### config.mk
export PLATFORM = sky130hd
export DESIGN_NAME = min_prio_arbiter
export DESIGN_NICKNAME = d
export VERILOG_FILES = /design/src/rtl/min_prio_arbiter.sv
export SDC_FILE = /design/constraint.sdc
export NUM_CORES = 1
export LEC_CHECK = 0
export CAP_MARGIN = 20
export CELL_PAD_IN_SITES_DETAIL_PLACEMENT = 0
export CELL_PAD_IN_SITES_GLOBAL_PLACEMENT = 1
export CORE_ASPECT_RATIO = 0.6
export CORE_MARGIN = 5
export CORE_UTILIZATION = 35
export DETAILED_ROUTE_END_ITERATION = 6
export PLACE_DENSITY = 0.94
export REMOVE_ABC_BUFFERS = 1
export SYNTH_ARGS = -nofsm -noshare
export SYNTH_HDL_FRONTEND = slang
export SYNTH_SLANG_ARGS = --single-unit
export TNS_END_PERCENT = 10
### constraint.sdc
create_clock -name clk -period 7.74 [get_ports clk]
set_input_delay 0.774 -clock clk [delete_from_list [all_inputs] [get_ports clk]]
set_output_delay 0.774 -clock clk [all_outputs]
set_load 0.02 [all_outputs]
### src/rtl/min_prio_arbiter.sv
// Four-requester minimum-priority-code arbiter with held grants and an ASCII owner report.
// Optional forced-revoke hold timeout is compiled in with `define MINARB_TIMEOUT_EN.
module min_prio_arbiter #(
  parameter int unsigned MAX_HOLD = 15
) (
  input  logic       clk,
  input  logic       rst_n,
  input  logic [3:0] req,
  input  logic [2:0] prio_a,
  input  logic [2:0] prio_b,
  input  logic [2:0] prio_c,
  input  logic [2:0] prio_d,
  output logic [3:0] gnt,
  output logic       gnt_valid,
  output logic [7:0] gnt_ascii,
  output logic       timeout
);

  typedef enum logic [1:0] {IDLE, GRANT, RELEASE} state_t;

  if (MAX_HOLD < 2 || MAX_HOLD > 255) begin : g_bad_max_hold
    $error("min_prio_arbiter: MAX_HOLD must be in 2..255");
  end

  state_t     state, state_nxt;
  logic [1:0] owner, owner_nxt;
  logic [3:0] gnt_nxt;
  logic [7:0] ascii_nxt;
  logic [3:0] mask;
  logic       hold_expired;

  logic [2:0] prio [4];
  assign prio[0] = prio_a;
  assign prio[1] = prio_b;
  assign prio[2] = prio_c;
  assign prio[3] = prio_d;

  // A revoked owner is only skipped when someone else is competing.
  logic [3:0] elig;
  logic [1:0] win_idx;
  logic [2:0] win_prio;
  logic       win_found;

  always_comb begin
    elig      = req & ~mask;
    win_idx   = '0;
    win_prio  = '1;
    win_found = 1'b0;
    if (elig == '0) elig = req;
    for (int unsigned i = 0; i < 4; i++) begin
      if (elig[i] && (!win_found || prio[i] < win_prio)) begin
        win_found = 1'b1;
        win_idx   = 2'(i);
        win_prio  = prio[i];
      end
    end
  end

  always_comb begin
    state_nxt = state;
    owner_nxt = owner;
    gnt_nxt   = gnt;
    ascii_nxt = gnt_ascii;
    case (state)
      IDLE: begin
        if (req != '0) begin
          state_nxt = GRANT;
          owner_nxt = win_idx;
          gnt_nxt   = 4'b0001 << win_idx;
          ascii_nxt = 8'h30 + {6'b0, win_idx};
        end
      end
      GRANT: begin
        if (!req[owner] || hold_expired) begin
          state_nxt = RELEASE;
          gnt_nxt   = '0;
          ascii_nxt = 8'h2D;
        end
      end
      RELEASE: state_nxt = IDLE;
      default: begin
        state_nxt = IDLE;
        gnt_nxt   = '0;
        ascii_nxt = 8'h2D;
      end
    endcase
  end

  always_ff @(posedge clk) begin
    if (!rst_n) begin
      state     <= IDLE;
      owner     <= '0;
      gnt       <= '0;
      gnt_valid <= 1'b0;
      gnt_ascii <= 8'h2D;
    end else begin
      state     <= state_nxt;
      owner     <= owner_nxt;
      gnt       <= gnt_nxt;
      gnt_valid <= |gnt_nxt;
      gnt_ascii <= ascii_nxt;
    end
  end

`ifdef MINARB_TIMEOUT_EN
  logic [7:0] hold_cnt;
  logic       revoke;

  assign hold_expired = (hold_cnt == 8'(MAX_HOLD - 1));
  assign revoke       = (state == GRANT) && req[owner] && hold_expired;

  // Counter sits at zero in IDLE so it is already cleared on GRANT entry.
  always_ff @(posedge clk) begin
    if (!rst_n) begin
      hold_cnt <= '0;
      mask     <= '0;
      timeout  <= 1'b0;
    end else begin
      timeout <= revoke;
      if (state == GRANT) hold_cnt <= hold_cnt + 8'd1;
      else                hold_cnt <= '0;
      if (revoke)
        mask <= gnt;
      else if ((state == IDLE && req != '0) || (state == GRANT && !req[owner]))
        mask <= '0;
    end
  end
`else
  assign hold_expired = 1'b0;
  assign mask         = '0;
  assign timeout      = 1'b0;
`endif

endmodule

==> Word level (Yosys, flattened, before mapping) <==
Cells that the tools add are included.
{ "classes": {"n_reduce_logical": 15, "bitwise": 1, "mux": 20, "magnitude_cmp": 4, "n_eq_ne": 4, "n_shift": 1, "add_sub_neg": 1} }
{ "ops": {"columns": ["op", "count"], "rows": [
  ["8-bit case mux with 3 select lines", 1],
  ["8-bit two-way mux", 2],
  ["4-bit case mux with 3 select lines", 1],
  ["3-bit less-than comparator", 3],
  ["3-bit two-way mux", 3],
  ["2-bit two-way mux", 4],
  ["4-bit two-way mux", 2],
  ["6-bit by 2-bit adder with 7-bit output (first input constant)", 1],
  ["1-bit two-way mux", 5],
  ["2-bit != test (second input constant)", 2],
  ["2-bit case mux with 2 select lines", 1],
  ["2-bit AND reduction", 2],
  ["4-bit nonzero test", 1],
  ["4-bit OR reduction", 1],
  ["1-bit by 2-bit left shift with 4-bit output (first input constant)", 1],
  ["1-bit logical AND", 3],
  ["1-bit zero test", 3],
  ["1-bit logical OR", 3],
  ["2-bit by 3-bit less-than comparator with 1-bit output (second input constant)", 1],
  ["3-bit AND reduction", 1],
  ["1-bit binary-select mux with 2-bit select", 1],
  ["2-bit by 1-bit == test with 1-bit output (second input constant)", 1],
  ["2-bit == test (second input constant)", 1],
  ["2-bit zero test", 1],
  ["1-bit inverter", 1]
]} }
{ "totals": {"register_bits": 17, "wordCells": 51, "output_inout_bits": 14} }

==> Logic depth before layout (Yosys ltp) <==
Gate-level depths: netlist of run 1.
{ "depth": {"depth_word": 17, "mapped_depth": 19, "mapped_depth_nobuf": 19} }

==> Worst setup path before layout of run 1 <==
No wires, ideal clock.
{ "synth_timing": {"path_kind": "input to register", "start": "in prio_a[0]", "end": "reg gnt[1]", "setup_slack_ns": 3.639, "n_path_buf": 0, "setup_ns": 0.060, "arrival_time_ns": 4.041, "path_stages": 18, "path_cell_list": "or2b_2 a21oi_1 o21ai_0 a21oi_2 mux2i_1 ha_1 a21oi_1 o21ai_1 a211oi_1 a21o_2 o21a_1 ha_1 o21a_1 nor2_1 or3b_1 o221a_4 a21oi_2 a32o_1"} }
{ "synth_via": {"elab_chain_len": 16, "elab_cells_between_ends": 22} }
{ "synth_lines": {"columns": ["item", "line_no", "rtl"], "rows": [
  ["start: declaration", "9", "input logic [2:0] prio_a,"],
  ["3-bit two-way mux *", "51", "if (elig[i] && (!win_found || prio[i] < win_prio)) begin"],
  ["3-bit less-than comparator", "51", null],
  ["1-bit logical OR", "51", null],
  ["1-bit logical AND", "51", null],
  ["3-bit two-way mux / 1-bit two-way mux (equally long branches)", "51", null],
  ["3-bit less-than comparator / 1-bit zero test (equally long branches)", "51", null],
  ["1-bit logical OR", "51", null],
  ["1-bit logical AND", "51", null],
  ["3-bit two-way mux / 1-bit two-way mux (equally long branches)", "51", null],
  ["3-bit less-than comparator / 1-bit zero test (equally long branches)", "51", null],
  ["1-bit logical OR", "51", null],
  ["1-bit logical AND", "51", null],
  ["2-bit two-way mux *", "51", null],
  ["1-bit by 2-bit left shift with 4-bit output *", "69", "gnt_nxt = 4'b0001 << win_idx;"],
  ["4-bit two-way mux *", "66", "if (req != '0) begin"],
  ["4-bit case mux with 3 select lines *", "64", "case (state)"],
  ["end signal: assignment", "99", "gnt <= gnt_nxt;"],
  ["end: declaration", "13", "output logic [3:0] gnt,"]
]} }
Every way passes the cells marked *; elsewhere a longest branch is shown, timed or not.
A chain may end at the register's enable or synchronous reset.

==> Worst setup path in the final report of run 1 <==
Ends and elaborated chain as after synthesis.

==> run_results.csv, run 1 <==
group,metric,value,unit
global_route,globalRouteTotalUtil,0.127,
clocking,cts.path.max_buffers,2,
synth,ys_seq_elements,13,
worst_setup_path,crit_required,7.93,ns
pwr,power_frac_comb,0.402,
clocking,clk_root_buffer_cell,"clkbuf_8",
final_layout,drive_above_1_share,0.158,
synth,syn-cell-area,955,um2
timing,finalMaxSlewViolations,0,
floorplan,rows,14,
timing,period_needed,4.81,ns
synth,postSynthCellCount,112,
worst_setup_path,arrival,4.99,ns
pwr,p_total,0.242,mW
synth,synth_cell_types,48,
timing,setup_violations,0,
timing,tns,0,ns
worst_setup_path,worstPathMaxFanout,6,
timing,hold_viol_final,0,
floorplan,core_area,2560,um2
floorplan,io_pins,32,
worst_setup_path,cp-end-kind,"flop",
worst_setup_path,path_cells,"clkdlybuf4s50_1, or2b_2, a21oi_1, o21ai_0, a21oi_2, mux2i_1, ha_1, a21oi_1, o21ai_1, a211oi_1, a21o_2, o21a_1, ha_1, o21a_1, nor2_1, or3b_1, o221a_4, a21oi_2, a32o_1",
clocking,post_cts.repair.setup_buffers,0,
clocking,cts_resized,0,
clocking,cts_sinks,13,
pwr,power.share.sequential,0.345,
final_layout,design_area,1270,um2
hold_path,hold_path_class,"flop to flop",
floorplan,die_w,77.4,um
pwr,cellPowerDensity,190,nW/um2
clocking,cts-hold-fix-buffers,0,
pwr,sw_frac_of_total,0.343,
pwr,ir_drop,63.5,uV
route,via_count,922,
route,drc,0,
timing,timing.final.crit_share,0.621,
global_route,grt_max_degree,10,
route,drtIter0Drc,115,
run,drv_cap,0,
floorplan,die_y,50.5,um
final_layout,nFillCells,242,
synth,synth_area_per_cell,8.52,um2
pwr,p_int,0.159,mW
route,first_pass_iters,4,
timing,slew_headroom,0.503,
worst_setup_path,worstSetupStartpointType,"primary input",
pwr,p_switching,0.0828,mW
synth,synth_flop_cell,"dfxtp_1",
synth,ys_seq_area_frac,0.273,
pwr,clockPowerShare,0.253,
final_layout,final_core_util,0.496,
status,status,"finished, final reports clean",
clocking,cts.clk_slew.worst_paths,0.05,ns
clocking,cts_tree,"yes",
route,viasPerCell,5.39,
clocking,h-tree-depth,1,
worst_setup_path,slowest_delay,0.50,ns
final_layout,nNetsFinal,162,
synth,synth_edf_count,0,
global_route,gr-total-overflow,0,
route,routed_wl,2.39,mm
final_layout,n_antenna_cell,0,
global_route,grt_pass1_wl,4.00,mm
route,wl_per_cell,14.0,um
final_layout,layout_commonest_cell,"clkdlybuf4s50_1",
clocking,clock_latency,0.25,ns
final_layout,finalNonFillerCells,171,
global_route,first_global_vias,861,
placement,place_inst,167,
global_route,grt_antenna_before_repair,0,
placement,io_buffer_count,27,
synth,async_reset_ff_frac,0,
pwr,p_leak,0.482,nW
clocking,cts_buffers,3,
worst_setup_path,critPathSlowestCell,"clkdlybuf4s50_1",
route,ant_nets,0,
final_layout,areaGrowthSynthToFinish,32.9,%
placement,hpwl,1.93,mm
synth,ys.warnings.count,0,
timing,fmax,0.208,GHz
placement,placed_area,1220,um2
timing,rsz0062_at_grt,"false",
floorplan,dieArea,3910,um2
final_layout,layout_common_cells,"clkdlybuf4s50_1 (27), dfxtp_1 (13), a21oi_1 (9), nor2_1 (9)",
worst_setup_path,path_class,"primary input to flop",
floorplan,initial_core_util,0.373,
placement,gp_congestion,0.819,
timing,tightestPinTransition,0.740,ns
timing,fin_skew,0.00273,ns
-- area by class of cell --
cell class                      instances  area [um2]  area share
Timing Repair Buffer                   27         270       0.213
Inverter                                4        15.0      0.0118
Tap cell                               32        40.0      0.0316
Multi-Input combinational cell         91         638       0.503
Sequential cell                        13         260       0.205
Clock buffer                            4        45.0      0.0355
-- kinds of logic after synthesis --
family	Yosys count	synth area share
fa+ha+maj	4	0.0524
simple gates	41	0.242
flops	13	0.273
compound gates	40	0.324
other cells	2	0.00787
buf+inv	10	0.0669
mux	2	0.0341
-- registers in the layout, indices dropped and copies added (netlist names) --
signal     flops
gnt            4
gnt_ascii      4
owner          2
state          2
gnt_valid      1
-- metrics by stage --
stage | hold WS (ns) | worst slack (ns)
floorplan | 0.517 | 3.64
global placement | 0.485 | 2.81
detailed placement | 0.494 | 2.72
CTS | 0.501 | 2.97
global route | 0.529 | 2.67
finish | 0.504 | 2.93
-- cell usage after synthesis (3+ instances only) --
master / count / area share
a31oi_1: 3 / 0.020
nor2b_1: 3 / 0.020
dfxtp_1: 13 / 0.27
nand2_1: 7 / 0.028
o21a_1: 3 / 0.024
nor3_1: 3 / 0.016
nor2_1: 9 / 0.035
buf_4: 5 / 0.039
a21oi_1: 9 / 0.047
o21ai_0: 7 / 0.037
nand2b_1: 3 / 0.020
ha_1: 4 / 0.052
-- metal layers --
layer | share of wire | track usage | up-vias
met1 | 0.47 | 0.179 | 412
met3 | 0.10 | 0.0500 | 3
met5 | 0 | 0 | -
met2 | 0.42 | 0.180 | 45
li1 | - | - | 462
met4 | 0.0079 | 0.0343 | 0
-- critical path: cells and delay by family --
kind	cells	cell delay, ns
buffers and inverters	1	0.50
adder cells (fa/ha/maj)	2	0.50
AND/OR/NAND/NOR	3	0.79
AO/OA/AOI/OAI	12	2.10
multiplexers	1	0.34
-- power groups by stage --
stage               registers, mW  clock network (mW)  logic (mW)
finish                     0.0833              0.0612      0.0971
global route               0.0851              0.0685       0.106
floorplan                  0.0925                   0      0.0514
detailed placement         0.0848                   0      0.0958
CTS                        0.0833              0.0628      0.0966
global placement           0.0844                   0      0.0942
-- path summary, 6_finish.rpt --
check	start	to	slack, ns	cells after the start
hold / removal	gnt[3]$_SDFF_PN0_	gnt[3]$_SDFF_PN0_	0.50	2
setup reg to reg	state[0]$_SDFFE_PN0P_	gnt[1]$_SDFF_PN0_	6.10	4
hold reg to reg	gnt[3]$_SDFF_PN0_	gnt[3]$_SDFF_PN0_	0.50	2
setup / recovery	prio_a[0]	gnt[1]$_SDFF_PN0_	2.93	19
Note: power is estimated with default switching activity, not from simulation.
==> inputs of run 2 (changes only) <==
- CORE_UTILIZATION: 35 -> 29
- PLACE_DENSITY: 0.94 -> 0.84
- clock period: 7.74 -> 3.9 ns (I/O delays scaled with it)
==> run 2 against run 1 <==
  * Routed wire length rose by 23%
  * Count of clock-buffer cells in the layout unchanged
  * Non-clock buffer count grew 25
  * First-iteration DRC count down 57%
  * Total power increased by 120%
  * Critical path depth did not move
  * Largest power group unchanged
  * Sequential cell count stayed put
  * Sequential power rose by 99%
  * Largest cell class unchanged
  * Sequential share of layout area fell by 3.9 points
==> run_results.csv, run 2 (synthesis gave the netlist of run 1 again) <==
group,metric,value,unit
worst_setup_path,worstSetupStartpointType,"primary input",
pwr,p_switching,0.181,mW
placement,io_buffer_count,27,
global_route,top_usage_layer,"met2",
floorplan,die_y,54.4,um
floorplan,rows,16,
final_layout,drive_above_1_share,0.402,
hold_path,holdPathEnd,"gnt[3]$_SDFF_PN0_",
clocking,cts_buffers,3,
placement,hpwl,2.23,mm
global_route,met2_usage,0.247,
timing,holdWs,0.495,ns
worst_setup_path,worstRegToRegCells,4,
global_route,grt_max_degree,10,
worst_setup_path,worstPathMaxFanout,5,
final_layout,largestRegisters,"gnt: 4 flops, gnt_ascii: 4 flops",
timing,tns,0,ns
worst_setup_path,critPathTopFamily,"compound AO/OA/AOI/OAI gates",
timing,rsz0062_at_grt,"false",
route,wl_per_cell,14.1,um
global_route,grt_pass1_wl,4.78,mm
final_layout,areaGrowthSynthToFinish,63.7,%
clocking,clk_root_buffer_cell,"clkbuf_8",
worst_setup_path,r2r_end,"gnt[1]$_SDFF_PN0_",
worst_setup_path,cp_common_cell,"o21ai_2",
timing,setup_violations,0,
pwr,power_frac_comb,0.462,
route,via_count,1026,
final_layout,layout_commonest_cell,"buf_4",
placement,gp_congestion,0.781,
pwr,p_int,0.346,mW
floorplan,initial_core_util,0.298,
pwr,clockPowerShare,0.224,
worst_setup_path,arrival,3.91,ns
worst_setup_path,crit_required,4.09,ns
final_layout,n_antenna_cell,0,
worst_setup_path,r2r-start,"state[0]$_SDFFE_PN0P_",
status,status,"finished, final reports clean",
run,drv_cap,0,
route,drtIter0Drc,49,
pwr,p_leak,0.656,nW
clocking,cts.path.max_buffers,2,
timing,slew_headroom,0.460,
pwr,power.share.sequential,0.315,
worst_setup_path,cp-end-kind,"flop",
final_layout,nFillCells,304,
final_layout,design_area,1560,um2
route,drc,0,
clocking,cts_tree,"yes",
hold_path,hold_path_class,"flop to flop",
worst_setup_path,critPathSlowestCell,"or3b_1",
floorplan,dieArea,4580,um2
route,ant_nets,0,
clocking,clock_latency,0.24,ns
timing,finalMaxSlewViolations,0,
worst_setup_path,path_class,"primary input to flop",
pwr,ir_drop,134,uV
clocking,cts_sinks,13,
clocking,h-tree-depth,1,
global_route,gr-total-overflow,0,
pwr,p_total,0.527,mW
timing,fmax,0.269,GHz
timing,timing.final.crit_share,0.954,
timing,tightestPinTransition,0.804,ns
hold_path,holdPathStages,2,
placement,placed_area,1370,um2
timing,hold_viol_final,0,
floorplan,die_w,84.1,um
worst_setup_path,crit_buf_inv,1,
global_route,grt_util_met3,0.0421,
route,viasPerCell,4.91,
clocking,cts.clk_slew.worst_paths,0.05,ns
pwr,cellPowerDensity,337,nW/um2
hold_path,min_from,"gnt[3]$_SDFF_PN0_",
global_route,first_global_vias,1052,
clocking,cts-hold-fix-buffers,0,
global_route,use_met1,0.154,
global_route,globalRouteTotalUtil,0.134,
worst_setup_path,path_cells,"clkbuf_2, or2b_4, o21ai_2, o21ai_2, a21oi_2, mux2i_2, ha_2, a21oi_2, o21ai_2, a211oi_2, a21o_2, o21a_1, ha_4, o21a_1, nor2_2, or3b_1, o221a_4, a21oi_4, a32o_1",
route,first_pass_iters,4,
timing,fin_skew,0.00251,ns
route,routed_wl,2.94,mm
floorplan,core_area,3200,um2
timing,period_needed,3.72,ns
final_layout,nNetsFinal,187,
final_layout,layout_common_cells,"buf_4 (25), clkdlybuf4s50_1 (21), dfxtp_1 (13)",
floorplan,io_pins,32,
worst_setup_path,slowest_delay,0.36,ns
pwr,sw_frac_of_total,0.343,
global_route,grt_antenna_before_repair,0,
worst_setup_path,r2r_slack,2.18,ns
-- run 2: timing repair --
item / in CTS / in global routing
setup endpoints to repair: 8 / 8
pin swaps: 12 / 15
resized for setup: 17 / 15
buffers inserted: 4 / 4
gates cloned: 0 / 0
-- run 2: per-layer routing --
metal  up-vias  wire, um  share of wire
li1        511         -              -
met1       488      1290           0.44
met2        20      1480           0.50
met3         7       123          0.042
met4         0        46          0.016
met5         -         0              0
-- run 2: worst register-to-register path, delay by kind of cell, from the launching register on --
| family | cells | cell delay (ns) |
|---|---|---|
| flops | 1 | 0.37 |
| compound gates | 2 | 0.37 |
| simple gates | 2 | 0.92 |
-- run 2: power by group through the flow --
stage	registers, mW	logic [mW]	clock network, mW
6_report	0.166	0.243	0.118
5_1_grt	0.168	0.264	0.126
4_1_cts	0.166	0.232	0.120
3_5_place_dp	0.169	0.212	0
3_3_place_gp	0.167	0.205	0
2_1_floorplan	0.184	0.102	0
-- run 2: how the worst max path moves through the flow --
stage               startpoint           endpoint  slack, ns  cells after the start
finish               prio_a[0]  gnt[1]$_SDFF_PN0_       0.18                     19
global route         prio_a[0]  gnt[0]$_SDFF_PN0_       0.05                     20
CTS                  prio_a[1]  gnt[1]$_SDFF_PN0_       0.04                     19
detailed placement   prio_a[0]  gnt[0]$_SDFF_PN0_      -0.61                     19
floorplan            prio_a[0]  gnt[1]$_SDFF_PN0_       0.18                     18
global placement     prio_a[0]  gnt[0]$_SDFF_PN0_      -0.51                     19
-- run 2: final cells by class --
cell class              instances  area, um2  share of cell area
clock buffers                   4       45.0              0.0288
inverters                       4       15.0             0.00961
multi-input cells              91        728               0.466
flip-flops and latches         13        260               0.167
well taps                      45       56.3              0.0360
repair buffers                 52        458               0.293
-- run 2: per-stage QoR --
step	util	instances	setup WS [ns]
2_1_floorplan	-	108	0.183
3_3_place_gp	0.427	197	-0.512
3_5_place_dp	0.427	197	-0.607
4_1_cts	0.471	205	0.0447
5_1_grt	0.488	209	0.0453
6_report	0.488	209	0.178
==> inputs of run 3 (changes only) <==
- CORE_UTILIZATION: 29 -> 35
- PLACE_DENSITY: 0.84 -> 0.94
- SKIP_LAST_GASP: default -> 1
- clock period: 3.9 -> 4.8 ns (I/O delays scaled with it)
==> run 3 against run 2 <==
  * Clock skew hardly changed
  * Core utilization is 1.3 points higher
  * Die area fell by 15%
  * Routed wire length is 16% lower
  * Critical path type unchanged
==> run_results.csv, run 3 (synthesis gave the netlist of run 1 again) <==
group,metric,value,unit
worst_setup_path,slowest_delay,0.51,ns
route,ant_nets,0,
pwr,p_switching,0.132,mW
placement,io_buffer_count,27,
floorplan,rows,14,
hold_path,hold_path_class,"flop to flop",
route,drtIter0Drc,58,
pwr,power_frac_comb,0.407,
worst_setup_path,r2r_end,"gnt[1]$_SDFF_PN0_",
pwr,cellPowerDensity,304,nW/um2
placement,gp_congestion,0.819,
timing,worst_slack,0.252,ns
timing,period_needed,4.55,ns
final_layout,nFillCells,242,
worst_setup_path,worstSetupStartpointType,"primary input",
route,viasPerCell,5.30,
worst_setup_path,startpoint,"prio_a[0]",
placement,pre_cts_slack,0.0714,ns
timing,timing.final.crit_share,0.948,
pwr,power.share.sequential,0.346,
floorplan,dieArea,3910,um2
worst_setup_path,crit_end,"gnt[1]$_SDFF_PN0_",
global_route,grt_antenna_before_repair,0,
worst_setup_path,critPathTopFamily,"compound AO/OA/AOI/OAI gates",
placement,place_inst,167,
clocking,clk_root_buffer_cell,"clkbuf_8",
worst_setup_path,crit_buf_inv,1,
worst_setup_path,critPathSlowestCell,"clkdlybuf4s50_1",
pwr,p_leak,0.487,nW
route,routed_wl,2.46,mm
final_layout,finalNonFillerCells,172,
final_layout,largestRegisters,"gnt: 4 flops, gnt_ascii: 4 flops",
final_layout,drive_above_1_share,0.171,
final_layout,areaGrowthSynthToFinish,34.1,%
worst_setup_path,worstPathMaxFanout,6,
global_route,grt_max_degree,10,
global_route,globalRouteTotalUtil,0.131,
route,wl_per_cell,14.3,um
clocking,h-tree-depth,1,
route,via_count,911,
pwr,ir_drop,108,uV
pwr,sw_frac_of_total,0.339,
status,status,"finished, final reports clean",
worst_setup_path,path_cells,"clkdlybuf4s50_1, or2b_2, a21oi_1, o21ai_0, a21oi_2, mux2i_2, ha_1, a21oi_1, o21ai_1, a211oi_1, a21o_2, o21a_1, ha_1, o21a_1, nor2_1, or3b_1, o221a_4, a21oi_2, a32o_1",
floorplan,core_area,2560,um2
clocking,cts-hold-fix-buffers,0,
floorplan,initial_core_util,0.373,
clocking,cts.clk_slew.worst_paths,0.05,ns
final_layout,regArea,260,um2
route,first_pass_iters,4,
floorplan,die_y,50.5,um
global_route,grt_pass1_wl,4.14,mm
clocking,cts_buffers,3,
final_layout,layout_common_cells,"clkdlybuf4s50_1 (27), dfxtp_1 (13), a21oi_1 (9), nor2_1 (9)",
clocking,cts_tree,"yes",
worst_setup_path,worstRegToRegCells,4,
timing,fin_skew,0.00239,ns
pwr,clockPowerShare,0.248,
floorplan,die_w,77.4,um
final_layout,final_core_util,0.500,
worst_setup_path,path_class,"primary input to flop",
final_layout,layout_commonest_cell,"clkdlybuf4s50_1",
placement,hpwl,1.96,mm
worst_setup_path,arrival,4.73,ns
timing,tns,0,ns
global_route,first_global_vias,893,
timing,tightestPinTransition,0.738,ns
timing,finalMaxSlewViolations,0,
final_layout,n_antenna_cell,0,
clocking,cts.path.max_buffers,2,
clocking,clock_latency,0.24,ns
final_layout,multi_input_area,642,um2
floorplan,io_pins,32,
timing,setup_violations,0,
run,drv_cap,0,
global_route,gr-total-overflow,0,
pwr,p_int,0.257,mW
worst_setup_path,crit_required,4.99,ns
worst_setup_path,cp-end-kind,"flop",
worst_setup_path,r2r-start,"state[0]$_SDFFE_PN0P_",
timing,hold_viol_final,0,
worst_setup_path,worstSetupPathDepth,19,
final_layout,nNetsFinal,163,
clocking,cts_sinks,13,
timing,slew_headroom,0.504,
route,drc,0,
timing,fmax,0.220,GHz
worst_setup_path,r2r_slack,3.18,ns
run 3: changes by cell type in the layout (fill, tap and decap cells not counted), moves of 3 or more:
cell / delta
clkdlybuf4s50_1: +6
nor2_2: -3
nor2_1: +3
o21ai_2: -3
dlymetal6s2s_1: -4
buf_4: -24
run 3: repair_timing:
action | 4_1_cts | 5_1_grt
setup endpoints to repair | 0 | 5
buffers inserted | 0 | 1
resized for setup | 0 | 1
run 3: stage by stage:
step | area (um2) | hold slack, ns | power [mW]
2_1_floorplan | 913 | 0.517 | 0.232
3_3_place_gp | 1220 | 0.486 | 0.288
3_5_place_dp | 1220 | 0.492 | 0.291
4_1_cts | 1270 | 0.499 | 0.388
5_1_grt | 1280 | 0.522 | 0.415
6_report | 1280 | 0.497 | 0.389
run 3: routing by layer:
| layer | GRT usage | routed length [um] |
|---|---|---|
| met5 | 0 | 0 |
| met3 | 0.0446 | 157 |
| met1 | 0.181 | 1240 |
| met2 | 0.200 | 1050 |
| met4 | 0.0257 | 10 |
run 3: cell type report:
type                       instances  share of cell area
multi-input combinational         91               0.501
timing repair buffer              28               0.217
sequential                        13               0.203
clock buffer                       4              0.0352
tap                               32              0.0313
inverter                           4              0.0117
run 3: worst reg2reg max path, cell delays in order (launching register included):
cell and delay [ns]:
dfxtp_1 0.37, nor3_1 0.63, nand2_1 0.18, a21oi_2 0.20
a32o_1 0.19
run 3: how the worst min path moves through the flow:
stage | startpoint | endpoint | slack (ns) | cells past startpoint
detailed placement | gnt[3]$_SDFF_PN0_ | gnt[3]$_SDFF_PN0_ | 0.49 | 2
global route | gnt[0]$_SDFF_PN0_ | gnt[0]$_SDFF_PN0_ | 0.52 | 1
global placement | gnt[3]$_SDFF_PN0_ | gnt[3]$_SDFF_PN0_ | 0.49 | 2
finish | gnt[3]$_SDFF_PN0_ | gnt[3]$_SDFF_PN0_ | 0.50 | 2
floorplan | owner[1]$_SDFFE_PN0P_ | owner[1]$_SDFFE_PN0P_ | 0.52 | 2
CTS | gnt[3]$_SDFF_PN0_ | gnt[3]$_SDFF_PN0_ | 0.50 | 2
run 3: power groups by stage:
stage	Sequential [mW]	Clock [mW]	Combinational [mW]
3_3_place_gp	0.136	0	0.152
6_report	0.134	0.0962	0.158
5_1_grt	0.136	0.105	0.174
4_1_cts	0.134	0.0975	0.156
3_5_place_dp	0.137	0	0.155
2_1_floorplan	0.149	0	0.0829
